--- config.mk ---
export PLATFORM = sky130hd
export DESIGN_NAME = run_feeder_flat
export DESIGN_NICKNAME = d
export VERILOG_FILES = /design/src/rtl/run_feeder_pkg.sv /design/src/rtl/run_feeder_if.sv /design/src/rtl/run_feeder_fifo.sv /design/src/rtl/run_feeder.sv /design/src/flat_wrapper.sv
export SDC_FILE = /design/constraint.sdc
export NUM_CORES = 1
export LEC_CHECK = 0
export CAP_MARGIN = 5
export CORE_MARGIN = 2
export CORE_UTILIZATION = 50
export DETAILED_ROUTE_END_ITERATION = 8
export HOLD_SLACK_MARGIN = 0.03
export PLACE_DENSITY = 0.7
export SYNTH_ARGS = -nofsm -noshare
export SYNTH_HDL_FRONTEND = slang
export SYNTH_SLANG_ARGS = --single-unit
--- constraint.sdc ---
create_clock -name clk -period 3.65 [get_ports clk]
set_input_delay 0.5475 -clock clk [delete_from_list [all_inputs] [get_ports clk]]
set_output_delay 0.5475 -clock clk [all_outputs]
set_load 0.01 [all_outputs]
--- src/rtl/run_feeder_pkg.sv ---
// run_feeder_pkg: shared key width, terminator value, feeder state encoding and tuple layout.
`default_nettype none

package run_feeder_pkg;

    localparam int KEY_W = 32;

    typedef struct packed {
        logic [KEY_W-1:0] hi;
        logic [KEY_W-1:0] lo;
    } tuple_t;

    localparam logic [KEY_W-1:0] TERM_KEY   = '0;
    localparam tuple_t           TERM_TUPLE = '0;

    typedef enum logic [1:0] {
        ST_LOW  = 2'd0,
        ST_HIGH = 2'd1,
        ST_TERM = 2'd2
    } feed_state_e;

endpackage

`default_nettype wire

--- src/rtl/run_feeder_if.sv ---
// run_feeder_if: key input stream and FWFT tuple read port of one run_feeder.
// The RUN_FEEDER_ORDER_CHECK_EN macro adds the err_order flag.
`default_nettype none

interface run_feeder_if
    import run_feeder_pkg::*;
#(
    parameter int W     = KEY_W,
    parameter int CNT_W = 16
);
    logic [W-1:0]     elem;
    logic             elem_valid;
    logic             elem_last;
    logic             elem_ready;
    logic [2*W-1:0]   tuple;
    logic             empty;
    logic             read;
    logic [CNT_W-1:0] run_count;
    logic             err_zero;
    logic             underrun;
`ifdef RUN_FEEDER_ORDER_CHECK_EN
    logic             err_order;

    modport master (
        output elem, elem_valid, elem_last, read,
        input  elem_ready, tuple, empty, run_count, err_zero, underrun, err_order
    );
    modport slave (
        input  elem, elem_valid, elem_last, read,
        output elem_ready, tuple, empty, run_count, err_zero, underrun, err_order
    );
`else
    modport master (
        output elem, elem_valid, elem_last, read,
        input  elem_ready, tuple, empty, run_count, err_zero, underrun
    );
    modport slave (
        input  elem, elem_valid, elem_last, read,
        output elem_ready, tuple, empty, run_count, err_zero, underrun
    );
`endif

endinterface

`default_nettype wire

--- src/rtl/run_feeder_fifo.sv ---
// feeder_fifo: first-word-fall-through circular buffer with wrap-bit pointers
// and a sticky underrun flag for reads issued while empty.
`default_nettype none

module feeder_fifo #(
    parameter int WIDTH = 64,
    parameter int DEPTH = 4
) (
    input  wire logic             clk,
    input  wire logic             rst_n,
    input  wire logic             push,
    input  wire logic [WIDTH-1:0] push_data,
    input  wire logic             pop,
    output logic      [WIDTH-1:0] pop_data,
    output logic                  full,
    output logic                  empty,
    output logic                  underrun
);
    localparam int AW = $clog2(DEPTH);

    logic [AW:0]      wr_ptr;
    logic [AW:0]      rd_ptr;
    logic [WIDTH-1:0] mem [DEPTH];
    logic             do_push;
    logic             do_pop;

    assign empty    = (wr_ptr == rd_ptr);
    assign full     = (wr_ptr[AW] != rd_ptr[AW]) && (wr_ptr[AW-1:0] == rd_ptr[AW-1:0]);
    assign do_push  = push && !full;
    assign do_pop   = pop && !empty;
    assign pop_data = mem[rd_ptr[AW-1:0]];

    // Storage is cleared on reset so the head reads as zero while empty.
    always_ff @(posedge clk or negedge rst_n) begin
        if (!rst_n) begin
            wr_ptr   <= '0;
            rd_ptr   <= '0;
            underrun <= 1'b0;
            for (int i = 0; i < DEPTH; i++) begin
                mem[i] <= '0;
            end
        end else begin
            if (do_push) begin
                mem[wr_ptr[AW-1:0]] <= push_data;
                wr_ptr              <= wr_ptr + (AW+1)'(1);
            end
            if (do_pop) begin
                rd_ptr <= rd_ptr + (AW+1)'(1);
            end
            if (pop && empty) begin
                underrun <= 1'b1;
            end
        end
    end

endmodule

`default_nettype wire

--- src/rtl/run_feeder.sv ---
// run_feeder: packs sorted key runs into two-key tuples, closes each run with a zero tuple.
// Optional RUN_FEEDER_ORDER_CHECK_EN adds a sticky in-run ordering error flag.
`default_nettype none

module run_feeder
    import run_feeder_pkg::*;
#(
    parameter int W     = KEY_W,
    parameter int DEPTH = 4,
    parameter int CNT_W = 16
) (
    input  wire logic   clk,
    input  wire logic   rst_n,
    run_feeder_if.slave bus
);
    localparam logic [1:0] S_LOW  = ST_LOW;
    localparam logic [1:0] S_HIGH = ST_HIGH;
    localparam logic [1:0] S_TERM = ST_TERM;

    logic [1:0]       state;
    logic [1:0]       state_nxt;
    logic [W-1:0]     lo_q;
    logic             lo_load;
    logic             push;
    logic [2*W-1:0]   push_data;
    logic             full;
    logic             accept;
    logic             key_zero;
    logic [CNT_W-1:0] run_count_q;
    logic             err_zero_q;

    assign bus.elem_ready = (state != S_TERM) && !full;
    assign accept         = bus.elem_valid && bus.elem_ready;
    assign key_zero       = (bus.elem == '0);
    assign bus.run_count  = run_count_q;
    assign bus.err_zero   = err_zero_q;

    // Zero keys are dropped; only their last flag influences the FSM.
    always_comb begin
        state_nxt = state;
        push      = 1'b0;
        push_data = '0;
        lo_load   = 1'b0;
        case (state)
            S_LOW: begin
                if (accept) begin
                    if (!key_zero) begin
                        if (bus.elem_last) begin
                            push      = 1'b1;
                            push_data = {{W{1'b0}}, bus.elem};
                            state_nxt = S_TERM;
                        end else begin
                            lo_load   = 1'b1;
                            state_nxt = S_HIGH;
                        end
                    end else if (bus.elem_last) begin
                        state_nxt = S_TERM;
                    end
                end
            end
            S_HIGH: begin
                if (accept) begin
                    if (!key_zero) begin
                        push      = 1'b1;
                        push_data = {bus.elem, lo_q};
                        state_nxt = bus.elem_last ? S_TERM : S_LOW;
                    end else if (bus.elem_last) begin
                        push      = 1'b1;
                        push_data = {{W{1'b0}}, lo_q};
                        state_nxt = S_TERM;
                    end
                end
            end
            S_TERM: begin
                if (!full) begin
                    push      = 1'b1;
                    state_nxt = S_LOW;
                end
            end
            default: state_nxt = S_LOW;
        endcase
    end

    always_ff @(posedge clk or negedge rst_n) begin
        if (!rst_n) begin
            state       <= S_LOW;
            lo_q        <= '0;
            run_count_q <= '0;
            err_zero_q  <= 1'b0;
        end else begin
            state <= state_nxt;
            if (lo_load) begin
                lo_q <= bus.elem;
            end
            if ((state == S_TERM) && !full) begin
                run_count_q <= run_count_q + CNT_W'(1);
            end
            if (accept && key_zero) begin
                err_zero_q <= 1'b1;
            end
        end
    end

`ifdef RUN_FEEDER_ORDER_CHECK_EN
    logic [W-1:0] prev_q;
    logic         err_order_q;

    assign bus.err_order = err_order_q;

    // prev_q of zero means "no key yet in this run"; real keys are never zero.
    always_ff @(posedge clk or negedge rst_n) begin
        if (!rst_n) begin
            prev_q      <= '0;
            err_order_q <= 1'b0;
        end else if (accept) begin
            if (!key_zero && (bus.elem < prev_q)) begin
                err_order_q <= 1'b1;
            end
            if (bus.elem_last) begin
                prev_q <= '0;
            end else if (!key_zero) begin
                prev_q <= bus.elem;
            end
        end
    end
`endif

    feeder_fifo #(
        .WIDTH (2*W),
        .DEPTH (DEPTH)
    ) u_fifo (
        .clk       (clk),
        .rst_n     (rst_n),
        .push      (push),
        .push_data (push_data),
        .pop       (bus.read),
        .pop_data  (bus.tuple),
        .full      (full),
        .empty     (bus.empty),
        .underrun  (bus.underrun)
    );

endmodule

`default_nettype wire

--- src/flat_wrapper.sv ---
// flat-port wrapper written by rule: the top's interface ports become plain ports
module run_feeder_flat import run_feeder_pkg::*;
#(
    parameter int W     = KEY_W,
    parameter int DEPTH = 4,
    parameter int CNT_W = 16
)
  (clk, rst_n, bus_elem, bus_elem_valid, bus_elem_last, bus_read, bus_elem_ready, bus_tuple, bus_empty, bus_run_count, bus_err_zero, bus_underrun);
  run_feeder_if #(.W(W), .CNT_W(CNT_W)) bus_i ();
  input  wire logic clk;
  input  wire logic rst_n;
  input wire logic [$bits(bus_i.elem)-1:0] bus_elem;
  input wire logic [$bits(bus_i.elem_valid)-1:0] bus_elem_valid;
  input wire logic [$bits(bus_i.elem_last)-1:0] bus_elem_last;
  input wire logic [$bits(bus_i.read)-1:0] bus_read;
  output wire logic [$bits(bus_i.elem_ready)-1:0] bus_elem_ready;
  output wire logic [$bits(bus_i.tuple)-1:0] bus_tuple;
  output wire logic [$bits(bus_i.empty)-1:0] bus_empty;
  output wire logic [$bits(bus_i.run_count)-1:0] bus_run_count;
  output wire logic [$bits(bus_i.err_zero)-1:0] bus_err_zero;
  output wire logic [$bits(bus_i.underrun)-1:0] bus_underrun;
  assign bus_i.elem = bus_elem;
  assign bus_i.elem_valid = bus_elem_valid;
  assign bus_i.elem_last = bus_elem_last;
  assign bus_i.read = bus_read;
  assign bus_elem_ready = bus_i.elem_ready;
  assign bus_tuple = bus_i.tuple;
  assign bus_empty = bus_i.empty;
  assign bus_run_count = bus_i.run_count;
  assign bus_err_zero = bus_i.err_zero;
  assign bus_underrun = bus_i.underrun;
  run_feeder #(.W(W), .DEPTH(DEPTH), .CNT_W(CNT_W)) u_core (.clk(clk), .rst_n(rst_n), .bus(bus_i));
endmodule
# Word level (Yosys, flattened, before mapping)
# Index checks and enable logic that the tools add are counted.
[classes]
muxes = 33
eq_ne = 9
n_div = 0
reduce_logical = 14
order_cmp = 3
n_addsub = 3
n_mul = 0
n_shift = 0
n_bitwise = 2
[ops]
columns = ["operator", "n"]
rows = [
  ["64-bit 2-to-1 mux", 7],
  ["256-bit bitwise mux", 1],
  ["64-bit binary-select mux with 2-bit select", 1],
  ["64-bit demux with 2-bit select", 1],
  ["64-bit case mux with 2 select lines", 1],
  ["32-bit 2-to-1 mux", 2],
  ["32-bit logical NOT", 1],
  ["16-bit by 1-bit adder with 16-bit output (second input constant)", 1],
  ["2-bit 2-to-1 mux", 8],
  ["1-bit 2-to-1 mux", 10],
  ["1-bit logical AND", 9],
  ["3-bit by 1-bit adder with 3-bit output (second input constant)", 2],
  ["3-bit >= comparator (second input constant)", 2],
  ["2-bit inverter with 3-bit output", 2],
  ["2-bit case mux with 3 select lines", 1],
  ["2-bit by 1-bit inequality test with 1-bit output (second input constant)", 2],
  ["2-bit inequality test (second input constant)", 2],
  ["3-bit equality test", 1],
  ["3-bit by 1-bit less-than comparator with 1-bit output (second input constant)", 1],
  ["1-bit case mux with 3 select lines", 1],
  ["3-bit AND reduction", 1],
  ["2-bit by 1-bit equality test with 1-bit output (second input constant)", 1],
  ["2-bit equality test", 1],
  ["2-bit equality test (second input constant)", 1],
  ["3 further kinds", 4],
]
[totals]
memories = 0
romBits = 0
reg_bits = 314
latch_bits = 0
inputBits = 37
out_inout_bits = 84
ram_bits = 0

# Logic depth before layout (Yosys ltp)
# Gate-level depths: netlist of the first run.
[logic_depth]
ltp_word = 8
depth_mapped = 8
depth_no_buf = 5

# Hierarchy
# A second synthesis of the first run with hierarchy kept.
[hier_totals]
cells_unflattened = 903
area_unflattened_um2 = 14291.2
[modules_own_cells]
columns = ["module", "seq_area_each_um2", "n_inst", "area_per_inst_um2", "cells_each"]
rows = [
  ["feeder_fifo", 6581.3, 1, 11488.5, 660],
  ["run_feeder", 1276.2, 1, 2802.7, 243],
]

# Worst setup path before layout of the first run
# No wires, ideal clock.
[synth_timing]
kind = "register -> output"
startpoint = "register u_core.u_fifo.rd_ptr[0]"
endpoint = "output bus_tuple[10]"
path_buffers = 2
stages_incl_launch_ff = 4
arrival_ps = 1693
slack_ps = 1410
path_cell_list = "dfrtp_1 -> buf_1 -> buf_2 -> mux4_2"
[synth_via]
elab_chain_cells = 4
[synth_lines]
columns = ["element", "line", "rtl"]
rows = [
  ["from (decl)", "run_feeder_fifo.sv:22", "logic [AW:0] rd_ptr;"],
  ["from (signal assigned)", "run_feeder_fifo.sv:48", "rd_ptr <= rd_ptr + (AW+1)'(1);"],
  ["2-bit inverter with 3-bit output (implied by the code)", "run_feeder_fifo.sv:31", "assign pop_data = mem[rd_ptr[AW-1:0]];"],
  ["64-bit binary-select mux with 2-bit select", "run_feeder_fifo.sv:31", ""],
  ["64-bit 2-to-1 mux (implied by the code) (2 in series)", "run_feeder_fifo.sv:31", ""],
  ["to (decl)", "flat_wrapper.sv:17", "output wire logic [$bits(bus_i.tuple)-1:0] bus_tuple;"],
]
# No other way between the ends. The select of a mux whose other input is x is not followed.

# Worst setup path after layout of the first run
[layout_timing]
startpoint = "register u_core.u_fifo.rd_ptr[0]"
endpoint = "output bus_tuple[0]"
# Same word-level chain as after synthesis.

==> impl_metrics.py, run 1 <==
metrics = {
    "outcome": {
        "outcome": "finished clean",
    },
    "global_routing": {
        "track_usage_pct": 21.3,
        "grt-ovfl-total": 0,
        "grt_pass1_wl_um": 50300,
        "grt_pass1_vias": 8863,
        "antenna_found_initial": 1,
        "grt_max_degree": 85,
    },
    "routing": {
        "first_pass_iters": 7,
        "drc": 0,
        "drt_iter0_drc": 413,
        "viasPerCell": 5.74,
        "drt-wirelength-per-cell_um": 21.4,
        "vias": 8364,
        "ant_nets": 0,
        "routed_wl_um": 31200,
    },
    "setup_path": {
        "worstPathMaxFanout": 14,
        "endpoint_kind": "output pin",
        "cp-start-kind": "register",
        "r2r-end": "u_core.u_fifo.mem[93]",
        "cp_data_arrival_time_ps": 2610,
        "reg2reg_depth": 6,
        "critPathKind": "reg -> out",
        "r2r_slack_ps": 1160,
        "reg2reg_from": "u_core.u_fifo.rd_ptr[0]",
        "required_ps": 3100,
    },
    "cts": {
        "cts_buffers": 35,
        "clkLatencyLatePin_ps": 510,
        "cts.sinks": 314,
        "cts_buffer_depth": 3,
        "cts_max_level": 2,
        "clk_pin_slew_ps": 60,
        "cts_hold_buf": 0,
        "cts_root_buffer": "clkbuf_16",
        "cts_tree": "built",
        "ctsResizeCount": 0,
        "post_cts_buffers": 0,
    },
    "sta": {
        "period_share_pct": 86.5,
        "finalClockSkew_ps": 10.2,
        "finalCriticalPeriod_ps": 3160,
        "worstMarginPinSlew_ps": 740,
        "timing.fmax_mhz": 317,
        "final_max_slew_viol_count": 0,
        "slew_headroom_pct": 50.2,
        "fin_tns_setup_ps": 0,
        "grt_setup_unrepaired": "no",
        "setup_viol": 0,
        "hold_violations": 0,
    },
    "pwr": {
        "p_sw_share_pct": 31.1,
        "seqPwrFrac_pct": 38.0,
        "intPower_mw": 10.2,
        "pwr-share-comb_pct": 39.1,
        "p_leak_nw": 7.96,
        "p_sw_mw": 4.62,
        "pwr-share-clk_pct": 22.9,
        "power.density_nw_per_um2": 856,
        "vdd_ir_drop_max_uv": 507,
    },
    "yosys": {
        "synth_nets": 961,
        "syn_area_um2": 14400,
        "synth_edf_count": 0,
        "yosysUniqueCellTypes": 39,
        "async_flop_share_pct": 100,
        "synth_ff_type": "dfrtp_1",
        "synth_warnings": 0,
        "synth_cells": 918,
        "syn_area_per_cell_um2": 15.7,
        "ys_seq_area_share_pct": 54.5,
        "synth-seq-cells": 314,
    },
    "cells_and_area": {
        "layout_commonest_cell": "dfrtp_1",
        "area_growth_pct": 20.1,
        "stdcell_count": 1457,
        "utilization_pct": 60.7,
        "drive_above_1_share_pct": 37.6,
        "fin_nets": 1092,
        "most-common-layout-cells": "dfrtp_1, mux2_2, clkdlybuf4s50_1",
    },
    "die": {
        "coreArea_um2": 28500,
        "die_w_um": 174,
        "row_count": 62,
        "fp.dieH_um": 174,
        "die-area_um2": 30200,
        "io_pins": 121,
        "initial_utilization_pct": 50.5,
    },
    "placement": {
        "dp_cells": 1396,
        "portBuffers": 120,
        "routabilityCongestion": 0.742,
        "dpl.hpwl_um": 20100,
    },
    "flow_run": {
        "cap_violations": 0,
    },
    "worst_hold_path": {
        "min_path_type": "in -> async",
    },
}
==> state kept, by name, indices dropped and copies added, names as in the netlist <==
signal	count
u_core.bus.run_count	16
u_core.state	2
u_core.bus.err_zero	1
u_core.lo_q	32
u_core.u_fifo.mem	256
u_core.u_fifo.rd_ptr	3
u_core.u_fifo.underrun	1
u_core.u_fifo.wr_ptr	3
==> metrics by stage <==
stage	hold WS, ps	instance area [µm²]	setup WS [ps]	total power [mW]
final	8.21	17300	494	14.8
after global routing	85.9	17300	390	15.7
after CTS	49.2	17300	434	15.0
after detailed placement	443	16200	204	11.6
after global placement	439	16200	270	11.4
after floorplan	252	14400	1410	9.38
==> power groups by stage <==
stage               registers, mW  logic [mW]  clock network, mW
floorplan                    5.41        3.97                  0
global placement             5.61        5.78                  0
detailed placement           5.68        5.88                  0
CTS                          5.63        5.91               3.49
global route                 5.81        6.23               3.63
finish                       5.64        5.80               3.40
==> kinds of logic after synthesis <==
logic type               share of synthesized area, %
multiplexers                                     34.9
adder cells (fa/ha/maj)                         0.520
buffers and inverters                            2.39
AO/OA/AOI/OAI                                    2.52
AND/OR/NAND/NOR                                  3.83
flip-flops                                       54.5
XOR/XNOR                                         1.34
==> worst max-delay path: stages (launching register included) <==
cell             delay [ps]
dfrtp_4                 580
buf_4                   380
mux4_2                  610
clkdlybuf4s50_1         510
==> Yosys cell counts (9+ instances only) <==
master | instances | area share, %
xnor2_1 | 16 | 0.97
o2bb2ai_1 | 32 | 1.9
mux2_1 | 44 | 3.4
nor4_1 | 9 | 0.39
buf_2 | 15 | 0.52
mux4_2 | 64 | 10
buf_4 | 20 | 1.0
mux2i_1 | 32 | 2.2
dfrtp_1 | 314 | 54
and2_1 | 35 | 1.5
clkbuf_1 | 13 | 0.34
mux2_2 | 247 | 19
==> layout make-up <==
class	count	area, µm²
fill	2267	11200
tap	384	480
clock inverter	7	60.1
inverter	3	11.3
antenna	1	2.50
multi-input combinational	545	6260
clock buffer	53	1060
timing repair buffer	150	1590
sequential	314	7860
==> how the worst max path moves through the flow <==
stage	startpoint	end	slack [ps]	depth (start not counted)
floorplan	u_core.u_fifo.rd_ptr[0]	bus_tuple[10]	1410	3
global placement	bus_elem[5]	u_core.u_fifo.mem[72]	270	7
detailed placement	bus_elem[5]	u_core.u_fifo.mem[195]	200	7
CTS	u_core.u_fifo.rd_ptr[0]	bus_tuple[0]	430	3
global route	u_core.u_fifo.rd_ptr[0]	bus_tuple[0]	390	3
finish	u_core.u_fifo.rd_ptr[0]	bus_tuple[0]	490	3
==> per-layer routing <==
layer  GRT usage, %  share of wire, %  wire [µm]  vias up
met5              0                 0          0        -
met4           4.97               1.8        568        0
met3           4.36               4.7       1460       38
met2           36.4                51      15800      166
met1           28.2                43      13400     4452
li1               -                 -          -     3708
Power figures use the tool's default switching activity.
==> run 2, diff against run 1 <==
Settings changed: CTS_CLUSTER_DIAMETER set to 30.
==> impl_metrics.py, run 2 (synthesis gave the netlist of run 1 again) <==
metrics = {
    "outcome": {
        "outcome": "finished clean",
    },
    "die": {
        "die_w_um": 174,
        "die-area_um2": 30200,
        "row_count": 62,
        "coreArea_um2": 28500,
        "fp.dieH_um": 174,
        "io_pins": 121,
        "initial_utilization_pct": 50.5,
    },
    "setup_path": {
        "cp-start-kind": "register",
        "path_cells": "buf_4 > mux4_2 > clkdlybuf4s50_1",
        "endpoint_kind": "output pin",
        "worstPathMaxFanout": 14,
        "critPathBufInv": 2,
        "max_stage_delay_ps": 610,
        "required_ps": 3100,
        "cp_data_arrival_time_ps": 2660,
        "critPathKind": "reg -> out",
        "slowest_stage": "mux4_2",
        "critPathTopFamily": "buffers and inverters",
    },
    "routing": {
        "drt_iter0_drc": 488,
        "viasPerCell": 5.67,
        "drc": 0,
        "ant_nets": 0,
        "vias": 8716,
        "first_pass_iters": 5,
        "drt-wirelength-per-cell_um": 21.3,
        "routed_wl_um": 32700,
    },
    "global_routing": {
        "track_usage_pct": 22.4,
        "grt-ovfl-total": 0,
        "grt_pass1_wl_um": 52900,
        "grt_use_met1_pct": 27.9,
        "grt-busiest-layer": "met2",
        "antenna_found_initial": 1,
        "met2_usage_pct": 38.2,
        "grt_pass1_vias": 9535,
        "use_met3_pct": 5.70,
        "grt_max_degree": 85,
    },
    "cts": {
        "cts_root_buffer": "clkbuf_16",
        "clk_pin_slew_ps": 40,
        "cts.sinks": 314,
        "cts_buffers": 76,
        "ctsResizeCount": 0,
        "cts_buffer_depth": 3,
        "cts_tree": "built",
        "cts_max_level": 3,
        "clkLatencyLatePin_ps": 560,
    },
    "worst_hold_path": {
        "min_path_type": "reg -> reg",
    },
    "sta": {
        "worstMarginPinSlew_ps": 748,
        "fin_tns_setup_ps": 0,
        "hold_violations": 0,
        "period_share_pct": 87.8,
        "setup_viol": 0,
        "grt_setup_unrepaired": "no",
        "hold_slack_ps": 446,
        "slew_headroom_pct": 49.7,
        "timing.fmax_mhz": 312,
        "final_max_slew_viol_count": 0,
        "finalCriticalPeriod_ps": 3210,
        "finalClockSkew_ps": 16.4,
    },
    "pwr": {
        "vdd_ir_drop_max_uv": 502,
        "p_sw_share_pct": 29.2,
        "pwr-share-clk_pct": 37.7,
        "p_leak_nw": 8.71,
        "p_sw_mw": 5.37,
        "seqPwrFrac_pct": 30.8,
        "intPower_mw": 13.0,
        "power.density_nw_per_um2": 974,
        "pwr-share-comb_pct": 31.5,
    },
    "placement": {
        "dp_cells": 1396,
        "dpl.hpwl_um": 20100,
        "portBuffers": 120,
        "routabilityCongestion": 0.742,
    },
    "cells_and_area": {
        "area_growth_pct": 31.1,
        "fin_nets": 1134,
        "most-common-layout-cells": "dfrtp_1, mux2_2, clkdlybuf4s50_1",
        "largest_register": "u_core.u_fifo.mem",
        "stdcell_count": 1536,
        "largest_reg_flops": 256,
        "drive_above_1_share_pct": 41.7,
        "layout_commonest_cell": "dfrtp_1",
    },
    "flow_run": {
        "cap_violations": 0,
    },
}
run 2: changes by cell type in the layout (fill, tap and decap cells not counted), sizes merged:
cell,change
bufinv,+11
clkbuf,+43
clkinv,+12
clkinvlp,+8
inv,+4
dlygate4sd3,+1
run 2: worst paths after layout:
check                                   startpoint                 endpoint  slack, ps  cells past startpoint
max                        u_core.u_fifo.rd_ptr[0]             bus_tuple[0]        440                      3
min in group asynchronous                    rst_n   u_core.u_fifo.mem[110]        580                      2
min                         u_core.u_fifo.underrun   u_core.u_fifo.underrun        450                      1
max in group asynchronous                    rst_n  u_core.u_fifo.rd_ptr[1]       2100                      3
min reg2reg                 u_core.u_fifo.underrun   u_core.u_fifo.underrun        450                      1
max reg2reg                u_core.u_fifo.rd_ptr[0]    u_core.u_fifo.mem[69]       1150                      6
run 2: per-layer routing:
| layer | share of wire, % | vias to the layer above |
|---|---|---|
| met5 | 0 | - |
| met1 | 41 | 4620 |
| met4 | 2.2 | 0 |
| met2 | 51 | 222 |
| met3 | 5.7 | 58 |
| li1 | - | 3816 |
run 2: layout make-up:
type | count | area (µm²)
fill | 2087 | 9640
sequential | 314 | 7860
multi-input combinational | 545 | 6260
clock buffer | 96 | 2080
timing repair buffer | 151 | 1600
clock inverter | 42 | 612
tap | 384 | 480
inverter | 3 | 11.3
antenna | 1 | 2.50
run 2: worst reg2reg max path: cells and delay by family (launching register included):
family / cells / cell delay, ps
AND/OR/NAND/NOR: 3 / 860
flip-flops: 1 / 590
multiplexers: 1 / 400
buffers and inverters: 1 / 270
XOR/XNOR: 1 / 250
run 2: timing repair:
action / in CTS / in global routing
setup buffers: 0 / 0
hold endpoints to repair: 76 / 0
hold buffers: 1 / 0
endpoints found under the setup margin: 0 / 0
run 2: per-stage QoR:
step / cell area [µm²] / setup WS (ps) / util [%] / power (mW)
final: 18900 / 444 / 66.2 / 18.4
after global routing: 18900 / 332 / 66.2 / 19.3
after CTS: 18900 / 391 / 66.2 / 18.6
after detailed placement: 16200 / 204 / 56.8 / 11.6
after global placement: 16200 / 270 / 56.8 / 11.4
after floorplan: 14400 / 1410 / - / 9.38
run 2: power by group through the flow:
stage               logic, mW  clock network [mW]  registers [mW]
detailed placement       5.88                   0            5.68
floorplan                3.97                   0            5.41
global route             6.25                7.26            5.83
CTS                      5.92                7.05            5.66
finish                   5.80                6.94            5.67
global placement         5.78                   0            5.61
==> run 3, diff against run 2 <==
Settings changed: DONT_BUFFER_PORTS set to 1, PLACE_DENSITY 0.7 to not set.
Clock period 3.65 ns to 3.9 ns, I/O delays scaled along.
==> impl_metrics.py, run 3 (synthesis gave the netlist of run 1 again) <==
metrics = {
    "routing": {
        "drt-wirelength-per-cell_um": 23.7,
        "first_pass_iters": 4,
        "vias": 8222,
        "drt_iter0_drc": 446,
        "viasPerCell": 5.89,
        "ant_nets": 0,
        "drc": 0,
        "routed_wl_um": 33100,
    },
    "cts": {
        "cts_root_buffer": "clkbuf_16",
        "cts_buffers": 74,
        "cts_buffer_depth": 3,
        "clkLatencyLatePin_ps": 560,
        "cts_tree": "built",
        "cts.sinks": 314,
        "clk_pin_slew_ps": 40,
        "cts_max_level": 3,
    },
    "cells_and_area": {
        "drive_above_1_share_pct": 45.4,
        "most-common-layout-cells": "dfrtp_1, mux2_2, clkbuf_16",
        "largest_register": "u_core.u_fifo.mem",
        "fin_nets": 998,
        "layout_commonest_cell": "dfrtp_1",
        "area_growth_pct": 19.8,
        "final_cell_area_um2": 17300,
        "largest_reg_flops": 256,
    },
    "pwr": {
        "intPower_mw": 11.0,
        "pwr-share-comb_pct": 28.7,
        "totalPowerFinal_mw": 15.8,
        "p_leak_nw": 8.05,
        "seqPwrFrac_pct": 33.5,
        "pwr-share-clk_pct": 37.7,
        "vdd_ir_drop_max_uv": 554,
        "p_sw_mw": 4.82,
        "p_sw_share_pct": 30.4,
        "power.density_nw_per_um2": 916,
    },
    "global_routing": {
        "grt-busiest-layer": "met2",
        "grt_use_met1_pct": 26.2,
        "grt_pass1_vias": 9360,
        "grt_max_degree": 315,
        "use_met3_pct": 6.36,
        "antenna_found_initial": 2,
        "grt_pass1_wl_um": 52700,
        "grt-ovfl-total": 0,
        "track_usage_pct": 22.6,
        "met2_usage_pct": 40.1,
    },
    "outcome": {
        "violations": "hold timing",
        "outcome": "finished with violations",
    },
    "sta": {
        "slew_headroom_pct": 27.4,
        "fin_tns_setup_ps": 0,
        "hold_violations": 314,
        "finalClockSkew_ps": 18.9,
        "worstMarginPinSlew_ps": 1090,
        "hold_slack_ps": -260,
        "period_share_pct": 73.5,
        "grt_setup_unrepaired": "no",
        "setup_viol": 0,
        "finalCriticalPeriod_ps": 2870,
        "final_max_slew_viol_count": 0,
        "timing.fmax_mhz": 349,
        "setup_ws_ps": 1030,
    },
    "die": {
        "initial_utilization_pct": 50.5,
        "io_pins": 121,
        "row_count": 62,
        "die-area_um2": 30200,
        "coreArea_um2": 28500,
        "fp.dieH_um": 174,
        "die_w_um": 174,
    },
    "placement": {
        "routabilityCongestion": 0.775,
        "placed_area_um2": 14800,
        "portBuffers": 0,
        "dpl.hpwl_um": 20000,
        "dp_slack_ps": 843,
    },
    "setup_path": {
        "critPathKind": "reg -> out",
        "worstPathMaxFanout": 66,
        "cp_data_arrival_time_ps": 2280,
        "cp-start-kind": "register",
        "endpoint_kind": "output pin",
        "required_ps": 3310,
    },
    "worst_hold_path": {
        "min_path_type": "in -> async",
    },
    "flow_run": {
        "cap_violations": 0,
    },
}
==> run 3: cell types whose count changed in the layout (fill, tap and decap cells not counted), sizes merged <==
cell and delta:
clkinv +2, buf -14, dlygate4sd3 -1, clkinvlp +2
inv -2, clkdlybuf4s50 -119, bufinv -5, clkbuf -4
==> run 3: cell type report <==
| type | count | area (µm²) |
|---|---|---|
| Clock inverter | 39 | 444 |
| Tap cell | 384 | 480 |
| Timing Repair Buffer | 17 | 203 |
| Inverter | 3 | 11.3 |
| Clock buffer | 92 | 2020 |
| Sequential cell | 314 | 7860 |
| Multi-Input combinational cell | 545 | 6260 |
| Antenna cell | 1 | 2.50 |
| Fill cell | 2167 | 11300 |
==> run 3: worst paths after layout <==
kind                                          from                     end  slack (ps)  cells past startpoint
setup / recovery           u_core.u_fifo.rd_ptr[1]            bus_tuple[0]        1030                      2
max in group asynchronous                    rst_n         u_core.lo_q[14]        3610                      0
hold / removal                               rst_n  u_core.u_fifo.mem[231]        -260                      0
min in group clk                          bus_read  u_core.u_fifo.underrun         160                      1
hold reg to reg              u_core.u_fifo.mem[41]   u_core.u_fifo.mem[41]         480                      1
setup reg to reg           u_core.u_fifo.rd_ptr[0]   u_core.u_fifo.mem[11]        1290                      6
==> run 3: per-stage QoR <==
step           std cells  hold WS, ps  util (%)
2_1_floorplan        918          289         -
3_3_place_gp        1263          300      51.9
3_5_place_dp        1263          303      51.9
4_1_cts             1394         -278      60.5
5_1_grt             1395         -290      60.5
6_report            1395         -260      60.5
==> run 3: timing repair <==
action,in CTS,in global routing
resized for setup,0,0
endpoints found under the hold margin,314,314
setup buffers,0,0
==> run 3: power by group through the flow <==
stage               sequential [mW]  combinational (mW)  clock, mW
floorplan                      5.06                3.71          0
global placement               5.20                4.47          0
detailed placement             5.34                4.62          0
CTS                            5.30                4.65       6.07
global route                   5.46                4.90       6.25
finish                         5.31                4.55       5.97
==> run 3: per-layer routing <==
metal / part of all wire, % / wire, µm
met5: 0 / 0
met4: 3.0 / 982
met3: 5.5 / 1810
met2: 52 / 17200
met1: 40 / 13100
==> run 3: critical path: stages (launching register included) <==
cell	delay, ps
dfrtp_2	360
buf_4	840
mux4_2	500
